`config.mk`:
```
export PLATFORM = sky130hd
export DESIGN_NAME = ir_cmd_decoder
export DESIGN_NICKNAME = d
export VERILOG_FILES = /design/src/rtl/ir_cmd_decoder.sv
export SDC_FILE = /design/constraint.sdc
export NUM_CORES = 1
export LEC_CHECK = 0
export ABC_CLOCK_PERIOD_IN_PS = 4250
export CAP_MARGIN = 25
export CELL_PAD_IN_SITES_DETAIL_PLACEMENT = 1
export CELL_PAD_IN_SITES_GLOBAL_PLACEMENT = 1
export CORE_MARGIN = 2
export CORE_UTILIZATION = 48
export DETAILED_ROUTE_END_ITERATION = 7
export GPL_ROUTABILITY_DRIVEN = 0
export PLACE_DENSITY_LB_ADDON = 0.1
export SYNTH_ARGS = -nofsm -noshare
export SYNTH_HDL_FRONTEND = slang
export SYNTH_SLANG_ARGS = --single-unit
```
`constraint.sdc`:
```
create_clock -name CLOCK_50 -period 4.25 [get_ports CLOCK_50]
set_input_delay 0.85 -clock CLOCK_50 [delete_from_list [all_inputs] [get_ports CLOCK_50]]
set_output_delay 0.85 -clock CLOCK_50 [all_outputs]
set_load 0.03 [all_outputs]
```
`src/rtl/ir_cmd_decoder.sv`:
```
// ir_cmd_decoder: stability-filtered NEC word decoder with one-cycle command strobes and snake heading.
// Define IR_CHECKSUM_EN to also require the address byte and both complement bytes.
module ir_cmd_decoder #(
    parameter int unsigned STABLE_CYCLES = 1024,
    parameter logic [7:0]  ADDR          = 8'h20
) (
    input  logic        CLOCK_50,
    input  logic        reset_n,
    input  logic [31:0] word,
    input  logic        game_active,
    output logic [3:0]  cmd,
    output logic        cmd_valid,
    output logic [2:0]  level,
    output logic [1:0]  dir,
    output logic        dir_valid,
    output logic [7:0]  err_count
);
    typedef enum logic [1:0] {WAIT, DECODE, EMIT} state_t;
`ifdef IR_CHECKSUM_EN
    localparam logic CHECKSUM = 1'b1;
`else
    localparam logic CHECKSUM = 1'b0;
`endif
    localparam logic [15:0] CNT_MAX = 16'(STABLE_CYCLES - 1);
    state_t      state, state_nx;
    logic [31:0] word_q, word_p, last_acc;
    logic [15:0] cnt;
    logic        ga_q, accept, frame_ok, good, is_dir, turn;
    logic [3:0]  dec_cmd;
    logic [2:0]  dec_lvl;
    logic [1:0]  new_dir;
    always_ff @(posedge CLOCK_50 or negedge reset_n)
        if (!reset_n) begin
            word_q <= '0;
            word_p <= '0;
            cnt    <= '0;
        end else begin
            word_q <= word;
            word_p <= word_q;
            cnt    <= (word_q != word_p) ? '0 : (cnt == CNT_MAX) ? cnt : cnt + 16'd1;
        end
    // word_q == word_p keeps a saturated count from a previous word from accepting a fresh one
    assign accept = cnt == CNT_MAX && word_q == word_p && word_q != last_acc && word_q != '0;
    always_comb
        state_nx = state == WAIT ? (accept ? DECODE : WAIT) : state == DECODE ? EMIT : WAIT;
    always_ff @(posedge CLOCK_50 or negedge reset_n)
        if (!reset_n) state <= WAIT;
        else state <= state_nx;
    always_comb begin
        dec_cmd = 4'd0;
        dec_lvl = 3'd0;
        case (word_q[15:8])
            8'h6A: dec_cmd = 4'd1;
            8'hEA: dec_cmd = 4'd2;
            8'h1A: dec_cmd = 4'd3;
            8'h9A: dec_cmd = 4'd4;
            8'h5A: dec_cmd = 4'd5;
            8'hC2: dec_cmd = 4'd6;
            8'h88: begin dec_cmd = 4'd7; dec_lvl = 3'd1; end
            8'h48: begin dec_cmd = 4'd7; dec_lvl = 3'd2; end
            8'hC8: begin dec_cmd = 4'd7; dec_lvl = 3'd3; end
            8'h28: begin dec_cmd = 4'd7; dec_lvl = 3'd4; end
            8'hA8: begin dec_cmd = 4'd7; dec_lvl = 3'd5; end
            8'h68: begin dec_cmd = 4'd7; dec_lvl = 3'd6; end
            default: ;
        endcase
    end
    assign frame_ok = !CHECKSUM || (word_q[31:24] == ADDR && word_q[23:16] == ~word_q[31:24]
                                    && word_q[7:0] == ~word_q[15:8]);
    assign good     = dec_cmd != 4'd0 && frame_ok;
    assign is_dir   = dec_cmd != 4'd0 && dec_cmd <= 4'd4;
    assign new_dir  = 2'(dec_cmd - 4'd1);
    // headings pair up as UP/DOWN and LEFT/RIGHT, so the reverse differs only in bit 0
    assign turn     = state == DECODE && good && is_dir && new_dir != dir
                      && !(game_active && new_dir == (dir ^ 2'd1));
    always_ff @(posedge CLOCK_50 or negedge reset_n)
        if (!reset_n) begin
            cmd       <= 4'd0;
            cmd_valid <= 1'b0;
            level     <= 3'd0;
            dir       <= 2'd3;
            dir_valid <= 1'b0;
            err_count <= 8'd0;
            last_acc  <= '0;
            ga_q      <= 1'b0;
        end else begin
            ga_q      <= game_active;
            cmd_valid <= 1'b0;
            dir_valid <= 1'b0;
            if (state == DECODE) begin
                last_acc <= word_q;
                if (good) begin
                    cmd       <= dec_cmd;
                    level     <= dec_lvl;
                    cmd_valid <= 1'b1;
                end else if (err_count != 8'hFF) begin
                    err_count <= err_count + 8'd1;
                end
            end
            if (ga_q && !game_active) begin
                dir <= 2'd3;
            end else if (turn) begin
                dir       <= new_dir;
                dir_valid <= 1'b1;
            end
        end
endmodule
```
After elaboration in Yosys (flattened, before gate mapping) --
Index checks and enable logic that the tools add are counted.
Word-level totals: output and inout bits 19, word-level logic and storage cells 71, input port bits 35, bits in registers 133
Operators by class: bitwise operators 2, add/subtract/negate cells 3, reduce and logical (&&, ||, !) cells 19, equality and inequality tests 21, muxes and demuxes 13, $lt $le $gt $ge 1
Operators with widths (count):
- $ne 32x32->1 | 2
- $eq 8x8->1 const B | 6
- $eq 32x32->1 | 1
- $eq 8x7->1 const B | 4
- $mux 16 | 2
- $reduce_bool 32->1 | 1
- $pmux 3 s7 | 1
- $pmux 3 s6 | 1
- $add 16x1->16 const B | 1
- $eq 16x10->1 const B | 1
- $logic_and 1x1->1 | 10
- $add 8x1->8 const B | 1
- $eq 8x5->1 const B | 1
- $eq 8x6->1 const B | 1
- $mux 2 | 4
- $ne 8x8->1 const B | 1
- $reduce_or 6->1 | 1
- $mux 1 | 5
- $reduce_bool 4->1 | 1
- $le 3x3->1 const B | 1
- $reduce_and 3->1 | 1
- $eq 2x1->1 const B | 1
- $eq 2x2->1 | 1
- $logic_not 1->1 | 2
- 7 further kinds | 8

Depth between registers and ports, before layout --
depth in word-level cells 10, mapped depth 13, depth with buffers taken out 12

Least setup slack after synthesis --
Ideal clock, no wire load.
path type register to register, start register word_q[10], end register dir_valid, data required time 4.184 ns, stages on the path, launching flop included 14, library setup time 0.066 ns, slack 1.635 ns, clock period less this slack 2.615 ns, data arrival time 2.549 ns, buffers on the path 1, path through dfrtp_1 -> clkbuf_1 -> nor4b_2 -> nand2_1 -> a22oi_1 -> a21oi_1 -> ha_1 -> ha_1 -> nand2b_1 -> inv_1 -> nand2_1 -> nor4b_1 -> mux2i_1 -> nand2_1
Between the ends: cells in the longest elaborated chain, start to end 10, elaborated cells between the ends (all ways) 28, classes of those cells add/sub: 1; order compare: 1; eq/ne: 14; mux: 3; reduce/logical: 9
Ends and longest elaborated chain:
- start, declared | line 26 | logic [31:0] word_q, word_p, last_acc;
- start signal, assigned | line 38 | word_q <= word;
- $eq 8x7->1 (tied with other cells) | line 52 | case (word_q[15:8])
- $reduce_or 6->1 (no source line)
- $pmux 3 s7 (*) | line 52
- $sub 2x1->2 (tied with other cells) | line 72 | assign new_dir = 2'(dec_cmd - 4'd1);
- $eq 2x2->1 (tied with other cells) | line 75 | && !(game_active && new_dir == (dir ^ 2'd1));
- $logic_and 1x1->1, on equally long branches | line 75, 74
- $logic_not 1->1 / $logic_and 1x1->1 (equally long branches) | line 75, 74
- $logic_and 1x1->1 (*) | line 75
- $mux 1 (*) | line 102 | end else if (turn) begin
- $mux 1 (*) | line 100 | if (ga_q && !game_active) begin
- end signal, assigned | line 82 | dir_valid <= 1'b0;
- end signal, assigned | line 89 | dir_valid <= 1'b0;
- end signal, assigned | line 104 | dir_valid <= 1'b1;
- end, declared | line 15 | output logic dir_valid,
Every way passes the cells marked *; elsewhere a longest branch is shown, timed or not. A chain may end at the register's enable or synchronous reset.

Worst setup path after layout --
start register word_q[11], end register dir_valid
Same word-level chain as after synthesis.

==> summary.md <==
| Metric | Value |
|---|---|
| Status | `completed` |
| Cells after Synth | `around 500` |
| Starting DRT DRC Count | `250` |
| Hpwl dp | `approximately 9000 µm` |
| Die Wd | `111 µm` |
| Vias | `about 3.8k` |
| Total CTS buffers | `17` |
| CTS sink count | `approximately 130` |
| Worst setup EP type | `flip-flop` |
| Slew Limit Fails | `0` |
| Setup TNS | `0 ns` |
| Stages on worst setup path | `12` |
| Drt via density | `between 5 and 6` |
| Final wirelength | `13400 µm` |
| Cell Area, Placed | `between 0.006 and 0.007 mm²` |
| Hold WS | `0.498 ns` |
| Startpoint types | `flip-flop` |
| Gr usage total | `0.235` |
| Final hold violation count | `0` |
| Vias in the first global route | `about 4.3k` |
| Largest net degree at the start of global routing | `74` |
| Leakage | `between 2 and 3 nW` |
| Synth cell types | `45` |
| Initial Utilization | `0.498` |
| Synth warnings | `0` |
| Fin cells | `just over 700` |
| Final setup violation count | `0` |
| Syn Area/Cell | `about 11 µm²` |
| Max cap viols | `0` |
| RSZ-0062 raised after global routing | `false` |
| Buffer and inverter count on the worst path | `1` |
| Arrival time at the worst endpoint | `3.76 ns` |
| Worst-path cell chain | `nor4b_2 -> nand2_1 -> a22oi_1 -> a21oi_1 -> ha_1 -> ha_1 -> nand2b_1 -> inv_1 -> nand2_1 -> nor4b_1 -> mux2i_1 -> nand2_1` |
| End of the critical path | `dir_valid$_DFF_PN0_` |
| Inserted Diodes | `0` |
| Slowest cell delay on critical path | `~0.53 ns` |
| Number of buffers on the longest clock path | `2` |
| Crit Reg-Reg Startpoint | `word_q[11]$_DFF_PN0_` |
| Die H | `around 110 µm` |
| Worst slew pin tran | `approximately 0.9 ns` |
| Slowest-stage cell, CP | `dfrtp_1` |
| Post-route DRC | `0` |
| Post-synth EDFFs | `0` |
| Dpl ws | `just under 1 ns` |
| Synth-to-Final Area Change | `22.8%` |
| Clk_lat worst skew | `0.42 ns` |
| Fin crit period | `3.41 ns` |
| Share of layout cells above drive strength 1 | `0.0758` |
| Crit path top cell by count | `nand2_1` |
| First-pass iteration count of the detailed router | `4` |
| Standard-cell rows | `38` |
| R2R depth | `12` |
| Register area share after synthesis | `0.609` |
| Core Util, Final | `0.612` |
| Routed len/inst | `18.9 µm` |
| Layout fillers | `1157` |
| Pwr Density | `about 440 mW/mm²` |
| GRT Residual Overflow | `0` |
| Final setup skew | `a little under 0.007 ns` |
| First-pass GRT wire length | `around 23000 µm` |
| PnR worst setup slack | `around 0.84 ns` |
| Routed Antenna Nets | `0` |
| Initial antenna violation count | `0` |
| IO Port Bufs | `between 50 and 60` |
| Synth Cell Area | `0.00547 mm²` |
| Final #Nets | `slightly below 600` |
| Crit path kind | `flip-flop to flip-flop` |
| FF/Latch Area | `roughly 0.0033 mm²` |
| Post-CTS Repair Setup Buffers | `0` |
| Hold_buf cts | `0` |
| Ys flop type | `dfrtp_1` |
| Worst EP required | `~4.6 ns` |
| DP Cell Count | `between 600 and 700` |
| Area of the multi-input gates | `slightly above 0.002 mm²` |
| Finished Cell Area | `roughly 0.0067 mm²` |
| Worst min path class | `flip-flop to flip-flop` |
| Worst relative slew slack | `0.390` |
| CTS tree | `yes` |
| Net count after synthesis | `between 500 and 600` |
| R2R setup slack | `0.84 ns` |
| Die ar. | `0.0123 mm²` |
| Crit path launch | `word_q[11]$_DFF_PN0_` |
| CP top delay family | `simple AND/OR/NAND/NOR gates` |
| Design Power | `about 3.0 mW` |
| Worst-path clk slew | `0.06 ns` |
| Period utilization | `0.802` |
| Root buffer cell | `clkbuf_16` |
| CP max FO | `11` |
| H-Tree Depth | `4` |
| Max Freq | `293 MHz` |
| R2r endpoint | `dir_valid$_DFF_PN0_` |
| Peak supply drop | `~0.38 mV` |
| Core Area | `between 0.01 and 0.015 mm²` |
| Synth async-reset ratio | `1.00` |
| # resized after CTS | `0` |
| Seq cells post-synth | `about 130` |
| Number of top-level pins | `54` |
-- flip-flops by register name, indices dropped and copies added, names as in the netlist --
signal,flops
dir,2
word_p,32
ga_q,1
err_count,8
last_acc,32
level,3
cmd_valid,1
word_q,32
state,2
cnt,16
cmd,3
dir_valid,1
-- synthesized netlist by cell type, types with 3 or more instances --
library cell	instances	area [µm²]
xor2_1	10	87.6
buf_2	4	20.0
inv_1	4	15.0
nand4_1	26	163
nand2_1	120	450
clkbuf_1	11	41.3
ha_1	4	50.1
nor3_1	9	45.0
nand3_1	14	70.1
xnor2_1	76	666
nand2b_1	3	18.8
o21ai_0	7	35.0
nor2_1	29	109
nor4_1	10	62.6
dfrtp_1	131	3280
a21oi_1	4	20.0
-- per-layer routing --
metal	GRT usage	vias up	share of wire
met2	0.386	63	0.49
met4	0.0867	0	0.020
met5	0	-	0
li1	-	1763	-
met3	0.0667	17	0.042
met1	0.299	1924	0.44
-- placed cells by master (no fill, tap or decap), drive strengths merged, types with 2 or more instances in the layout --
master and instances:
a211oi 2, a21oi 4, and3 2, buf 4
bufinv 3, clkbuf 22, clkdlybuf4s50 51, clkinv 6
dfrtp 131, dfstp 2, ha 4, inv 5
mux2i 2, nand2 120, nand2b 3, nand3 14
nand4 26, nor2 29, nor3 9, nor4 11
nor4b 3, o211ai 2, o21ai 8, or2 2
xnor2 76, xor2 10
-- power breakdown --
part	internal [mW]	switching [mW]
clock network	0.962	0.533
logic	0.0671	0.0598
registers	1.30	0.0439
-- how the worst min path moves through the flow --
stage	start	end	slack, ns	cells past startpoint
2_1_floorplan	word_q[11]$_DFF_PN0_	word_p[11]$_DFF_PN0_	0.35	0
4_1_cts	last_acc[9]$_DFFE_PN0P_	last_acc[9]$_DFFE_PN0P_	0.50	2
6_report	last_acc[31]$_DFFE_PN0P_	last_acc[31]$_DFFE_PN0P_	0.50	2
3_5_place_dp	word_q[20]$_DFF_PN0_	word_p[20]$_DFF_PN0_	0.49	0
3_3_place_gp	last_acc[3]$_DFFE_PN0P_	last_acc[3]$_DFFE_PN0P_	0.48	2
5_1_grt	word_q[21]$_DFF_PN0_	word_p[21]$_DFF_PN0_	0.53	0
-- tightest hold or removal path, stage by stage (launching register included) --
cell     delay [ns]
dfrtp_1        0.36
nand2_1        0.06
nand2_1        0.05
-- cell families (layout without fill, tap and decap cells) --
group	after synthesis	in the layout	share of synthesized area
AO/OA/AOI/OAI	25	25	0.0302
XOR/XNOR	86	86	0.138
flip-flops	133	133	0.609
AND/OR/NAND/NOR	224	224	0.191
buffers and inverters	23	92	0.0187
adder cells (fa/ha/maj)	4	4	0.00915
other	1	1	0.000685
multiplexers	2	2	0.00366
-- final cells by class --
class / count / area share
well taps: 140 / 0.0261
multi-input cells: 342 / 0.303
clock buffers: 22 / 0.0706
flip-flops and latches: 133 / 0.496
repair buffers: 55 / 0.0823
inverters: 5 / 0.00279
clock inverters: 10 / 0.0190
No activity file was read; power rests on OpenSTA's default activity.
